===== src/rtl/fwd_pkg.sv =====
// Shared types and helpers for the forwarding/hazard unit.
package fwd_pkg;

  localparam int unsigned FWD_SEL_RF = 0;

  // Widest register address a tag can hold; narrower REG_AW values are zero-extended.
  localparam int unsigned TAG_AW_MAX = 8;

  typedef struct packed {
    logic                  valid;
    logic [TAG_AW_MAX-1:0] dst;
    logic                  regwrite;
    logic                  memtoreg;
  } tag_t;

  function automatic int unsigned sel_width(input int unsigned depth);
    return $clog2(depth + 1);
  endfunction

endpackage


===== src/rtl/fwd_tag_pipe.sv =====
// Destination-tag shadow pipeline: entry 0 is EX, entry k is k stages older.
module fwd_tag_pipe
  import fwd_pkg::*;
#(
  parameter int unsigned DEPTH = 3
) (
  input  logic             clk_i,
  input  logic             rst_i,
  input  logic             load_i,
  input  tag_t             tag_i,
  output tag_t [DEPTH-1:0] tags_o
);

  tag_t [DEPTH-1:0] tags_q, tags_d;

  always_comb begin
    tags_d    = tags_q;
    tags_d[0] = load_i ? tag_i : '0;
    for (int unsigned k = 1; k < DEPTH; k++) begin
      tags_d[k] = tags_q[k-1];
    end
  end

  always_ff @(posedge clk_i) begin
    if (rst_i) tags_q <= '0;
    else       tags_q <= tags_d;
  end

  assign tags_o = tags_q;

endmodule


===== src/rtl/fwd_hazard_unit.sv =====
// Operand forwarding selects, load-use stall and saturating stall counter.
// Optional FWD_ZERO_REG_EN: register 0 is hard-wired zero and never forwards or stalls.
module fwd_hazard_unit
  import fwd_pkg::*;
#(
  parameter  int unsigned REG_AW    = 3,
  parameter  int unsigned NUM_SRC   = 2,
  parameter  int unsigned FWD_DEPTH = 2,
  parameter  int unsigned CNT_W     = 16,
  localparam int unsigned SELW      = sel_width(FWD_DEPTH)
) (
  input  logic                      clk,
  input  logic                      rst,
  input  logic                      id_valid,
  input  logic [REG_AW-1:0]         id_dst,
  input  logic                      id_regwrite,
  input  logic                      id_memtoreg,
  input  logic [NUM_SRC*REG_AW-1:0] id_src,
  input  logic [NUM_SRC*REG_AW-1:0] ex_src,
  input  logic                      flush,
  output logic [NUM_SRC*SELW-1:0]   fwd_sel,
  output logic                      stall,
  output logic [CNT_W-1:0]          stall_cnt
);

  tag_t [FWD_DEPTH:0] tags;
  tag_t               tag_in;
  logic               load;
  logic               src_hit;
  logic [CNT_W-1:0]   stall_cnt_q, stall_cnt_d;
  logic               unused_tag_bits;

  always_comb begin
    tag_in          = '0;
    tag_in.valid    = id_valid;
    tag_in.dst      = TAG_AW_MAX'(id_dst);
    tag_in.memtoreg = id_memtoreg;
`ifdef FWD_ZERO_REG_EN
    tag_in.regwrite = id_regwrite && (id_dst != '0);
`else
    tag_in.regwrite = id_regwrite;
`endif
  end

  assign load = id_valid && !stall && !flush;

  fwd_tag_pipe #(
    .DEPTH (FWD_DEPTH + 1)
  ) u_tag_pipe (
    .clk_i  (clk),
    .rst_i  (rst),
    .load_i (load),
    .tag_i  (tag_in),
    .tags_o (tags)
  );

  // Scan oldest to youngest so the youngest matching stage overwrites.
  always_comb begin
    fwd_sel = '0;
    for (int unsigned i = 0; i < NUM_SRC; i++) begin
      for (int unsigned k = FWD_DEPTH; k > 0; k--) begin
        if (tags[k].valid && tags[k].regwrite &&
            tags[k].dst == TAG_AW_MAX'(ex_src[i*REG_AW +: REG_AW])) begin
          fwd_sel[i*SELW +: SELW] = SELW'(k);
        end
      end
    end
  end

  always_comb begin
    src_hit = 1'b0;
    for (int unsigned i = 0; i < NUM_SRC; i++) begin
      if (tags[0].dst == TAG_AW_MAX'(id_src[i*REG_AW +: REG_AW])) src_hit = 1'b1;
    end
  end

  assign stall = !flush && tags[0].valid && tags[0].regwrite && tags[0].memtoreg && src_hit;

  always_comb begin
    stall_cnt_d = stall_cnt_q;
    if (stall && stall_cnt_q != '1) stall_cnt_d = stall_cnt_q + 1'b1;
  end

  always_ff @(posedge clk) begin
    if (rst) stall_cnt_q <= '0;
    else     stall_cnt_q <= stall_cnt_d;
  end

  assign stall_cnt       = stall_cnt_q;
  assign unused_tag_bits = ^tags;

endmodule


===== config.mk =====
export PLATFORM = sky130hd
export DESIGN_NAME = fwd_hazard_unit
export DESIGN_NICKNAME = d
export VERILOG_FILES = /design/src/rtl/fwd_pkg.sv /design/src/rtl/fwd_tag_pipe.sv /design/src/rtl/fwd_hazard_unit.sv
export SDC_FILE = /design/constraint.sdc
export NUM_CORES = 1
export LEC_CHECK = 0
export CAP_MARGIN = 20
export CORE_MARGIN = 2
export CORE_UTILIZATION = 49
export CTS_BUF_LIST = sky130_fd_sc_hd__clkbuf_8
export DETAILED_ROUTE_END_ITERATION = 16
export GPL_TIMING_DRIVEN = 0
export PLACE_DENSITY = 0.82
export SYNTH_ARGS = -nofsm -noshare
export SYNTH_HDL_FRONTEND = slang
export SYNTH_SLANG_ARGS = --single-unit

===== constraint.sdc =====
create_clock -name clk -period 2.8 [get_ports clk]
set_clock_uncertainty 0.2 [all_clocks]
set_input_delay 0.42 -clock clk [delete_from_list [all_inputs] [get_ports clk]]
set_output_delay 0.42 -clock clk [all_outputs]
set_load 0.02 [all_outputs]

==> results.md, run 1 <==
- Power per cell area: 468.8 nW/µm²
- Main synth FF type: dfxtp_1
- Highest-count cells in the layout ignoring fill and taps: clkdlybuf4s50_1 (37), dfxtp_1 (32), xor2_1 (17)
- Hold Path End: u_tag_pipe.tags_o[32]
- Netlist cell types: 27
- Gr usage total: 23.32%
- Die area: 3479 µm²
- RSZ-0062 raised after global routing: no
- Total gr overflow: 0
- CTS Sinks: 32
- EDFF count, synth: 0
- Final setup fails: 0
- Routability cong.: 0.7803
- Flops & latches, synth: 32
- Max-cap viol count: 0
- Reg-to-reg endpoint: stall_cnt[10]
- Status: complete, but fails checks
- CTS tree: done
- Global-route wire length before repair: 5.954 mm
- CP Cell Sequence: clkdlybuf4s50_1 > xor2_1 > nor4_2 > clkdlybuf4s50_1
- Normalized max-slew margin: 61.69%
- Required @ worst endpoint: 2.18 ns
- Starting Density: 52.81%
- Final Max Slew Viols: 0
- Via count: 1,389
- DR iter-0 viols: 65
- Max Freq: 365.3 MHz
- Post-synth design cell area: 1481 µm²
- R2R Setup Slk: 0.28 ns
- Static leakage power: 0.7458 nW
- Ports: 42
- Worst EP arrival: 2.12 ns
- Area of the core: 2805 µm²
- Row cnt: 19
- Crit-path max cell delay: 0.68 ns
- Initial antenna violation count: 0
- Final wirelength: 3.629 mm
- Hold WS: 0.2643 ns
- Hold WC Path Type: flip-flop to flip-flop
- Final min period: 2.738 ns
- Failing checks: DRC
- Clock Pin Slew Worst Setup and Hold Paths: 0.07 ns
- Ys Warns: 0
- CP max FO: 2
- CTS Root Cell: clkbuf_8
- Area grow syn2layout: 37.08%
- Cell Count Post-Placement: 232
- 1st-pass router iterations: 10
- Postcts setup bufs: 0
- Share of post-route cells with drive strength above 1: 7.656%
- Crit path top cell by count: clkdlybuf4s50_1
- DRC violations left: 1
- Worst r2r path cells: 6
- Tcrit/Tclk final: 97.77%
- H-tree depth: 2
- DRT antenna net count: 0
- Seq/Total Area, Yosys: 43.24%
- Filler instances: 220
- Async set-reset flop share out of synthesis: 0%
- Detailed-placement wirelength estimate: 2.524 mm
- Commonest non-fill, non-tap cell in the layout: clkdlybuf4s50_1
- Slowest stage cell on the critical path: clkdlybuf4s50_1
- CP Class: primary input to primary output
- Tightest Pin Transition: 0.5700 ns
- CTS max path bufs: 2
- Type of origin of the critical path: primary input
- Endpoints failing hold: 0
- Final nets: 230
- Vias per cell: 5.788
- Number of global-route vias before repair: 1,345
- CTS Hold Bufs: 0
- Worst Setup End Kind: primary output
- Peak supply drop: 0.0004945 V
- Worst-Skew Late Latency: 0.28 ns
- Worst hold stages: 1
- Pin count of the biggest net entering global routing: 11
- Synthesized net count: 183
- Final Instance Count excl. Fillers: 240
- Post-Syn Instances: 161
- Chip height: 58.99 µm
- Antenna cells: 0
- TritonCTS buffer count: 5
- Port buffer count: 40
- Chip width: 58.99 µm
- Worst reg2reg path startpoint: stall_cnt[0]
- Min-delay src: u_tag_pipe.tags_o[21]
- Drt wl/cell: 15.12 µm
- Mapped Avg Cell Area: 9.201 µm²
worst max-delay path by stage:
stage	startpoint	endpoint	slack [ns]
floorplan	ex_src[5]	fwd_sel[3]	0.51
global placement	flush	stall	-0.17
detailed placement	flush	stall	-0.19
CTS	ex_src[0]	fwd_sel[1]	0.06
global route	ex_src[5]	fwd_sel[2]	0.007
finish	ex_src[5]	fwd_sel[2]	0.06
critical path, delay by kind of cell:
family,cells,cell delay [ns]
simple gates,1,0.37
xor+xnor,1,0.19
buf+inv,2,1.13
logic make-up after synthesis:
logic type                 synth area share (%)
DFF                                       43.24
adders and majority gates                0.8445
buffers and inverters                     2.111
and+or+nand+nor                           30.32
muxes                                    0.7601
xor gates and xnor gates                  11.23
AOI/OAI and AO/OA                         11.49
where the power goes:
part	switching [mW]	total, mW	internal, mW
combinational	0.0231	0.0584	0.0353
clock	0.170	0.430	0.260
sequential	0.00405	0.464	0.460
total	0.197	0.952	0.755
synthesized netlist by cell type, types with 5 or more instances:
library cell	number	area, µm²
a21oi_1	14	70.07
and2_1	5	31.28
clkbuf_1	5	18.77
dfxtp_1	32	640.6
nand2_1	8	30.03
nand3_1	10	50.05
nand4_1	5	31.28
nor2_1	7	26.28
nor2b_1	11	68.82
o31ai_1	9	67.56
or3_1	5	31.28
or4_1	9	67.56
xor2_1	17	148.9
metrics by stage:
stage               power, mW  utilization [%]  setup WS (ns)  TNS (ns)  instance area (µm²)
finish                 0.9520            72.39        0.06234         0                 2031
global route           0.9888            72.39       0.006740         0                 2031
CTS                    0.9585            72.44        0.05537         0                 2032
detailed placement     0.5314            68.47        -0.1937   -0.2704                 1921
global placement       0.5292            68.47        -0.1731   -0.1731                 1921
floorplan              0.4958                -         0.5092         0                 1481
sequential cells by signal, summed over array words and instances, names as in the netlist:
register,count
stall_cnt,16
u_tag_pipe.tags_o,16
routing by layer:
| metal | share of wire, % | wire length (µm) | track usage, % |
|---|---|---|---|
| met5 | 0 | 0 | 0 |
| met4 | 1.4 | 51 | 8.766 |
| met3 | 5.9 | 215 | 7.424 |
| met2 | 51 | 1844 | 38.10 |
| met1 | 42 | 1518 | 28.73 |
layout make-up:
cell class	count	area, µm²	share of cell area (%)
well taps	31	38.79	1.910
multi-input cells	121	815.8	40.17
repair buffers	40	396.6	19.53
plain buffers	6	23.77	1.171
clock buffers	5	68.82	3.389
inverters	2	7.507	0.3697
clock inverters	3	38.79	1.910
flip-flops and latches	32	640.6	31.55
timing repair:
action | CTS | global route
hold endpoints to repair | 0 | 0
endpoints found under the setup margin | 3 | 2
resized for setup | 3 | 3
cloned | 0 | 0
(Power assumes the default switching activity.)
==> inputs of run 2 (changes only) <==
Settings changed: CELL_PAD_IN_SITES_DETAIL_PLACEMENT from default to 0, CELL_PAD_IN_SITES_GLOBAL_PLACEMENT from default to 2, CORE_UTILIZATION 49 to 29, PLACE_DENSITY 0.82 to default, PLACE_DENSITY_LB_ADDON from default to 0.1.
==> run 2 against run 1 <==
  * Flip-flop and latch count did not move
  * Setup slack improved by 0.042 ns
  * Hold slack improved by 0.0027 ns
  * Largest cell class unchanged
  * Sequential share of layout area fell by 0.85 points
  * The flow now finishes without violations
  * Utilization fell by 31 points
  * First-iteration DRC count fell by 45%
  * Die area rose by 64%
  * Fmax rose by 1.6%
  * Count of clock-buffer cells in the layout did not move
  * Final cell count rose by 16%
==> results.md, run 2 (same netlist as run 1, synthesis figures left out) <==
- Normalized max-slew margin: 56.43% (-5.3 points)
- Chip height: 75.47 µm (+28%)
- Worst Setup End Kind: primary output
- Ports: 42 (unchanged)
- Chip width: 75.47 µm (+28%)
- Area of the core: 5010 µm² (+79%)
- Area of the multi-input gates: 809.5 µm² (-0.77%)
- Final setup fails: 0 (unchanged)
- CTS tree: done
- Final wirelength: 3.622 mm (-0.19%)
- Highest-count cells in the layout ignoring fill and taps: clkdlybuf4s50_1 (35), dfxtp_1 (32), xor2_1 (17)
- Hold WS: 0.2670 ns (+0.002722 ns)
- Type of origin of the critical path: primary input
- DRT antenna net count: 0 (unchanged)
- Final Max Slew Viols: 0 (unchanged)
- Worst r2r path cells: 6 (unchanged)
- FF+latch area: 640.6 µm² (unchanged)
- Hold WC Path Type: flip-flop to flip-flop
- 1st-pass router iterations: 4 (-6)
- Gr usage total: 13.00% (-10 points)
- Worst EP arrival: 2.08 ns (-0.04 ns)
- Tcrit/Tclk final: 96.26% (-1.5 points)
- Initial antenna violation count: 0 (unchanged)
- Clock Pin Slew Worst Setup and Hold Paths: 0.07 ns (about the same)
- Worst setup margin: 0.1047 ns (+0.04239 ns)
- Area grow syn2layout: 40.88%
- Port buffer count: 40 (unchanged)
- Tightest Pin Transition: 0.6481 ns (+0.07818 ns)
- Design Area, Final: 2087 µm² (+2.8%)
- Max Freq: 371.0 MHz (+1.6%)
- DR iter-0 viols: 36 (-45%)
- Drt wl/cell: 12.98 µm (-14%)
- CP Class: primary input to primary output
- Worst-Skew Late Latency: 0.28 ns (about the same)
- Die area: 5696 µm² (+64%)
- H-tree depth: 2 (unchanged)
- Dpl cell area: 1969 µm² (+2.5%)
- Static leakage power: 0.7969 nW (+6.8%)
- Vias per cell: 4.789 (-17%)
- Place WS: -0.2289 ns (-0.03520 ns)
- Filler instances: 534 (+140%)
- Final nets: 230 (unchanged)
- CTS Sinks: 32 (unchanged)
- Antenna cells: 0 (unchanged)
- RSZ-0062 raised after global routing: no
- Total gr overflow: 0 (unchanged)
- CTS Root Cell: clkbuf_8
- Peak supply drop: 0.0001981 V (-60%)
- Starting Density: 29.57% (-23 points)
- Number of global-route vias before repair: 1,210 (-10%)
- Postcts setup bufs: 0 (unchanged)
- Share of post-route cells with drive strength above 1: 6.699% (-0.96 points)
- Power per cell area: 455.9 nW/µm² (-2.8%)
- Via count: 1,336 (-3.8%)
- Util after Layout: 41.66% (-31 points)
- Global-route wire length before repair: 5.478 mm (-8.0%)
- Required @ worst endpoint: 2.18 ns (about the same)
- Max-cap viol count: 0 (unchanged)
- Endpoints failing hold: 0 (unchanged)
- TritonCTS buffer count: 5 (unchanged)
- CTS max path bufs: 2 (unchanged)
- Commonest non-fill, non-tap cell in the layout: clkdlybuf4s50_1
- Row cnt: 26 (+7)
- CP max FO: 4 (+2)
- Detailed-placement wirelength estimate: 2.739 mm (+8.5%)
- DRC violations left: 0 (-1)
- CTS Hold Bufs: 0 (unchanged)
- Routability cong.: 0.7896 (+1.2%)
- Status: complete, no violations
- Pin count of the biggest net entering global routing: 11 (unchanged)
- Worst hold stages: 1 (unchanged)
- Final min period: 2.695 ns (-0.04239 ns)
[run 2: cell types whose count changed in the layout (fill, tap and decap cells not counted)]
cell             previous run  this run
clkbuf_2                    1         0
clkdlybuf4s15_1             0         1
clkdlybuf4s50_1            37        35
dlygate4sd2_1               1         0
dlymetal6s2s_1              1         4
nor4_1                      3         4
nor4_2                      4         3
[run 2: per-layer routing]
layer / wire (µm) / share of wire, % / vias up / global-route usage (%)
met3: 216 / 6.0 / 6 / 4.497
met1: 1682 / 46 / 609 / 17.10
li1: - / - / 684 / -
met2: 1669 / 46 / 37 / 19.32
met4: 53 / 1.5 / 0 / 5.653
met5: 0 / 0 / - / 0
[run 2: worst max-delay path: stages]
cell,delay (ns)
clkdlybuf4s50_1,0.43
nand4b_4,0.19
nor4_2,0.38
nor2_1,0.13
inv_1,0.18
clkdlybuf4s15_1,0.34
[run 2: final timing paths]
kind	from	endpoint	slack (ns)
setup / recovery	flush	stall	0.10
hold / removal	u_tag_pipe.tags_o[12]	u_tag_pipe.tags_o[23]	0.27
setup reg to reg	stall_cnt[0]	stall_cnt[0]	0.35
hold reg to reg	u_tag_pipe.tags_o[12]	u_tag_pipe.tags_o[23]	0.27
[run 2: per-stage QoR]
stage / power [mW] / TNS [ns] / std cells
2_1_floorplan: 0.4958 / 0 / 161
3_3_place_gp: 0.5312 / -0.2436 / 271
3_5_place_dp: 0.5320 / -0.2569 / 271
4_1_cts: 0.9630 / 0 / 279
5_1_grt: 0.9930 / 0 / 279
6_report: 0.9514 / 0 / 279
[run 2: where the power goes]
part,internal (mW),leakage (nW),switching (mW)
combinational,0.0352,0.479,0.0218
sequential,0.460,0.259,0.00382
clock,0.260,0.0593,0.171
total,0.755,0.797,0.196
[run 2: what timing repair did]
item / CTS / global route
resized for setup: 1 / 5
gates cloned: 0 / 0
setup endpoints to repair: 1 / 5
[run 2: cell type report]
class,instances,share of cell area (%)
plain buffers,6,1.139
clock buffers,5,3.297
clock inverters,3,1.859
inverters,2,0.3597
multi-input cells,121,38.79
flip-flops and latches,32,30.70
well taps,70,4.197
repair buffers,40,19.66
==> inputs of run 3 (changes only) <==
Settings changed: CORE_MARGIN 2 to 5.
==> run 3 against run 2 <==
  * Final cell count unchanged
  * Via count is 1.1% higher
  * Flip-flop and latch count unchanged
  * Die area up 17%
  * Setup slack better by 0.025 ns
  * Largest power group unchanged
  * Non-clock buffer count unchanged
  * Hold slack got worse by 0.0031 ns
  * Critical path depth unchanged
  * Sequential power about the same
  * Count of clock-buffer cells in the layout is the same
  * Sequential share of layout area shrank 0.27 points
==> results.md, run 3 (same netlist as run 1, synthesis figures left out) <==
- Worst r2r path cells: 6 (unchanged)
- Met2 routed WL: 1.859 mm (+11%)
- Type of origin of the critical path: primary input
- CP max FO: 4 (unchanged)
- Detailed-placement wirelength estimate: 2.937 mm (+7.2%)
- Gr usage total: 12.46% (-0.54 points)
- Starting Density: 29.38% (-0.19 points)
- Final Max Slew Viols: 0 (unchanged)
- Peak supply drop: 0.0002060 V (+4.0%)
- Final nets: 230 (unchanged)
- Chip height: 81.47 µm (+8.0%)
- Worst Setup End Kind: primary output
- Required @ worst endpoint: 2.18 ns (about the same)
- Global-route wire length before repair: 6.396 mm (+17%)
- Normalized max-slew margin: 55.72% (-0.72 points)
- Share of post-route cells with drive strength above 1: 7.177% (+0.48 points)
- Routability cong.: 0.7773 (-1.6%)
- Drt wl/cell: 14.07 µm (+8.4%)
- Slowest stage cell on the critical path: clkdlybuf4s50_1
- Area of the multi-input gates: 833.3 µm² (+2.9%)
- Filler instances: 515 (-3.6%)
- Worst-Skew Late Latency: 0.28 ns (about the same)
- Antenna cells: 0 (unchanged)
- CTS Sinks: 32 (unchanged)
- Power per cell area: 453.4 nW/µm² (-0.55%)
- CTS max path bufs: 2 (unchanged)
- FF+latch area: 640.6 µm² (unchanged)
- Number of global-route vias before repair: 1,345 (+11%)
- Row cnt: 26 (unchanged)
- CP Cell Sequence: clkdlybuf4s50_1 > nand4b_4 > nor4_4 > nor2_1 > inv_1 > clkdlybuf4s15_1
- CTS Hold Bufs: 0 (unchanged)
- Endpoints failing hold: 0 (unchanged)
- CTS tree: done
- Clock Pin Slew Worst Setup and Hold Paths: 0.07 ns (about the same)
- Sequential group share of total power: 48.6% (about the same)
- RSZ-0062 raised after global routing: no
- Status: complete, no violations
- Worst hold stages: 1 (unchanged)
- CP Class: primary input to primary output
- Met1 Routed Length: 1.791 mm (+6.5%)
- Area grow syn2layout: 42.15%
- DRT antenna net count: 0 (unchanged)
- Area of the core: 5042 µm² (+0.65%)
- Clock Power Share: 45.0% (-0.3 points)
- Logic pwr share: 6.4% (+0.4 points)
- Via count: 1,351 (+1.1%)
- Tcrit/Tclk final: 95.38% (-0.88 points)
- Worst EP arrival: 2.05 ns (-0.03 ns)
- TritonCTS buffer count: 5 (unchanged)
- Postcts setup bufs: 0 (unchanged)
- Crit-path max cell delay: 0.44 ns (about the same)
- Final min period: 2.671 ns (-0.02470 ns)
- Initial antenna violation count: 0 (unchanged)
- Top sig layer: met4
- Die area: 6637 µm² (+17%)
- Ports: 42 (unchanged)
- TNS Setup: 0 ns (unchanged)
- Final setup fails: 0 (unchanged)
- Commonest non-fill, non-tap cell in the layout: clkdlybuf4s50_1
- H-tree depth: 2 (unchanged)
- Tightest Pin Transition: 0.6588 ns (+0.01065 ns)
- Int Pwr: 0.7556 mW (about the same)
- Met3 wire len: 225 µm (+4.2%)
- CTS Root Cell: clkbuf_8
- Cell Count Post-Placement: 271 (unchanged)
- DRC violations left: 0 (unchanged)
- Max Freq: 374.5 MHz (+0.92%)
- Highest-count cells in the layout ignoring fill and taps: clkdlybuf4s50_1 (37), dfxtp_1 (32), xor2_1 (17)
- Port buffer count: 40 (unchanged)
- Switching Fraction: 20.86% (+0.24 points)
- Pin count of the biggest net entering global routing: 11 (unchanged)
- Final wirelength: 3.925 mm (+8.4%)
- Vias per cell: 4.842 (+1.1%)
- Hold WC Path Type: flip-flop to flip-flop
- Chip width: 81.47 µm (+8.0%)
- Total gr overflow: 0 (unchanged)
- Static leakage power: 0.7640 nW (-4.1%)
- Psw: 0.1992 mW (+1.5%)
- DR iter-0 viols: 72 (+100%)
- 1st-pass router iterations: 4 (unchanged)
- Max-cap viol count: 0 (unchanged)
- Final Instance Count excl. Fillers: 279 (unchanged)
## run 3: per-layer routing
layer	global-route usage [%]	up-vias
met1	16.12	628
met3	4.167	6
met2	19.71	37
met5	0	-
met4	3.547	0
li1	-	680
## run 3: power by group through the flow
stage | logic, mW | clock network [mW] | registers (mW)
global route | 0.0663 | 0.468 | 0.464
CTS | 0.0586 | 0.447 | 0.464
detailed placement | 0.0584 | 0 | 0.474
finish | 0.0612 | 0.430 | 0.464
floorplan | 0.0226 | 0 | 0.473
global placement | 0.0568 | 0 | 0.474
## run 3: layout make-up
| class | count | share of cell area, % |
|---|---|---|
| clock buffers | 5 | 3.268 |
| multi-input cells | 121 | 39.57 |
| clock inverters | 3 | 1.842 |
| repair buffers | 40 | 19.25 |
| flip-flops and latches | 32 | 30.42 |
| well taps | 70 | 4.159 |
| inverters | 2 | 0.3565 |
| plain buffers | 6 | 1.129 |
## run 3: repair_timing
| action | 4_1_cts | 5_1_grt |
|---|---|---|
| endpoints found under the setup margin | 1 | 4 |
| resized for setup | 1 | 6 |
| gates cloned | 0 | 0 |
## run 3: final timing paths
kind | slack, ns | endpoint | startpoint
max | 0.13 | stall | flush
min | 0.26 | u_tag_pipe.tags_o[23] | u_tag_pipe.tags_o[12]
max reg2reg | 0.35 | stall_cnt[0] | stall_cnt[0]
min reg2reg | 0.26 | u_tag_pipe.tags_o[23] | u_tag_pipe.tags_o[12]
## run 3: worst max-delay path, delay by kind of cell
kind,cells,cell delay (ns)
and+or+nand+nor,3,0.69
buffers and inverters,3,0.93
## run 3: stage by stage
stage	hold WS, ns	worst slack (ns)	instance area (µm²)	total power [mW]	utilization, %
floorplan	0.2379	0.5092	1481	0.4958	-
finish	0.2639	0.1294	2106	0.9548	41.76
global route	0.2853	0.005209	2106	0.9982	41.76
global placement	0.2703	-0.2365	1969	0.5308	39.06
detailed placement	0.2569	-0.2309	1969	0.5327	39.06
CTS	0.2669	0.03206	2076	0.9693	41.17
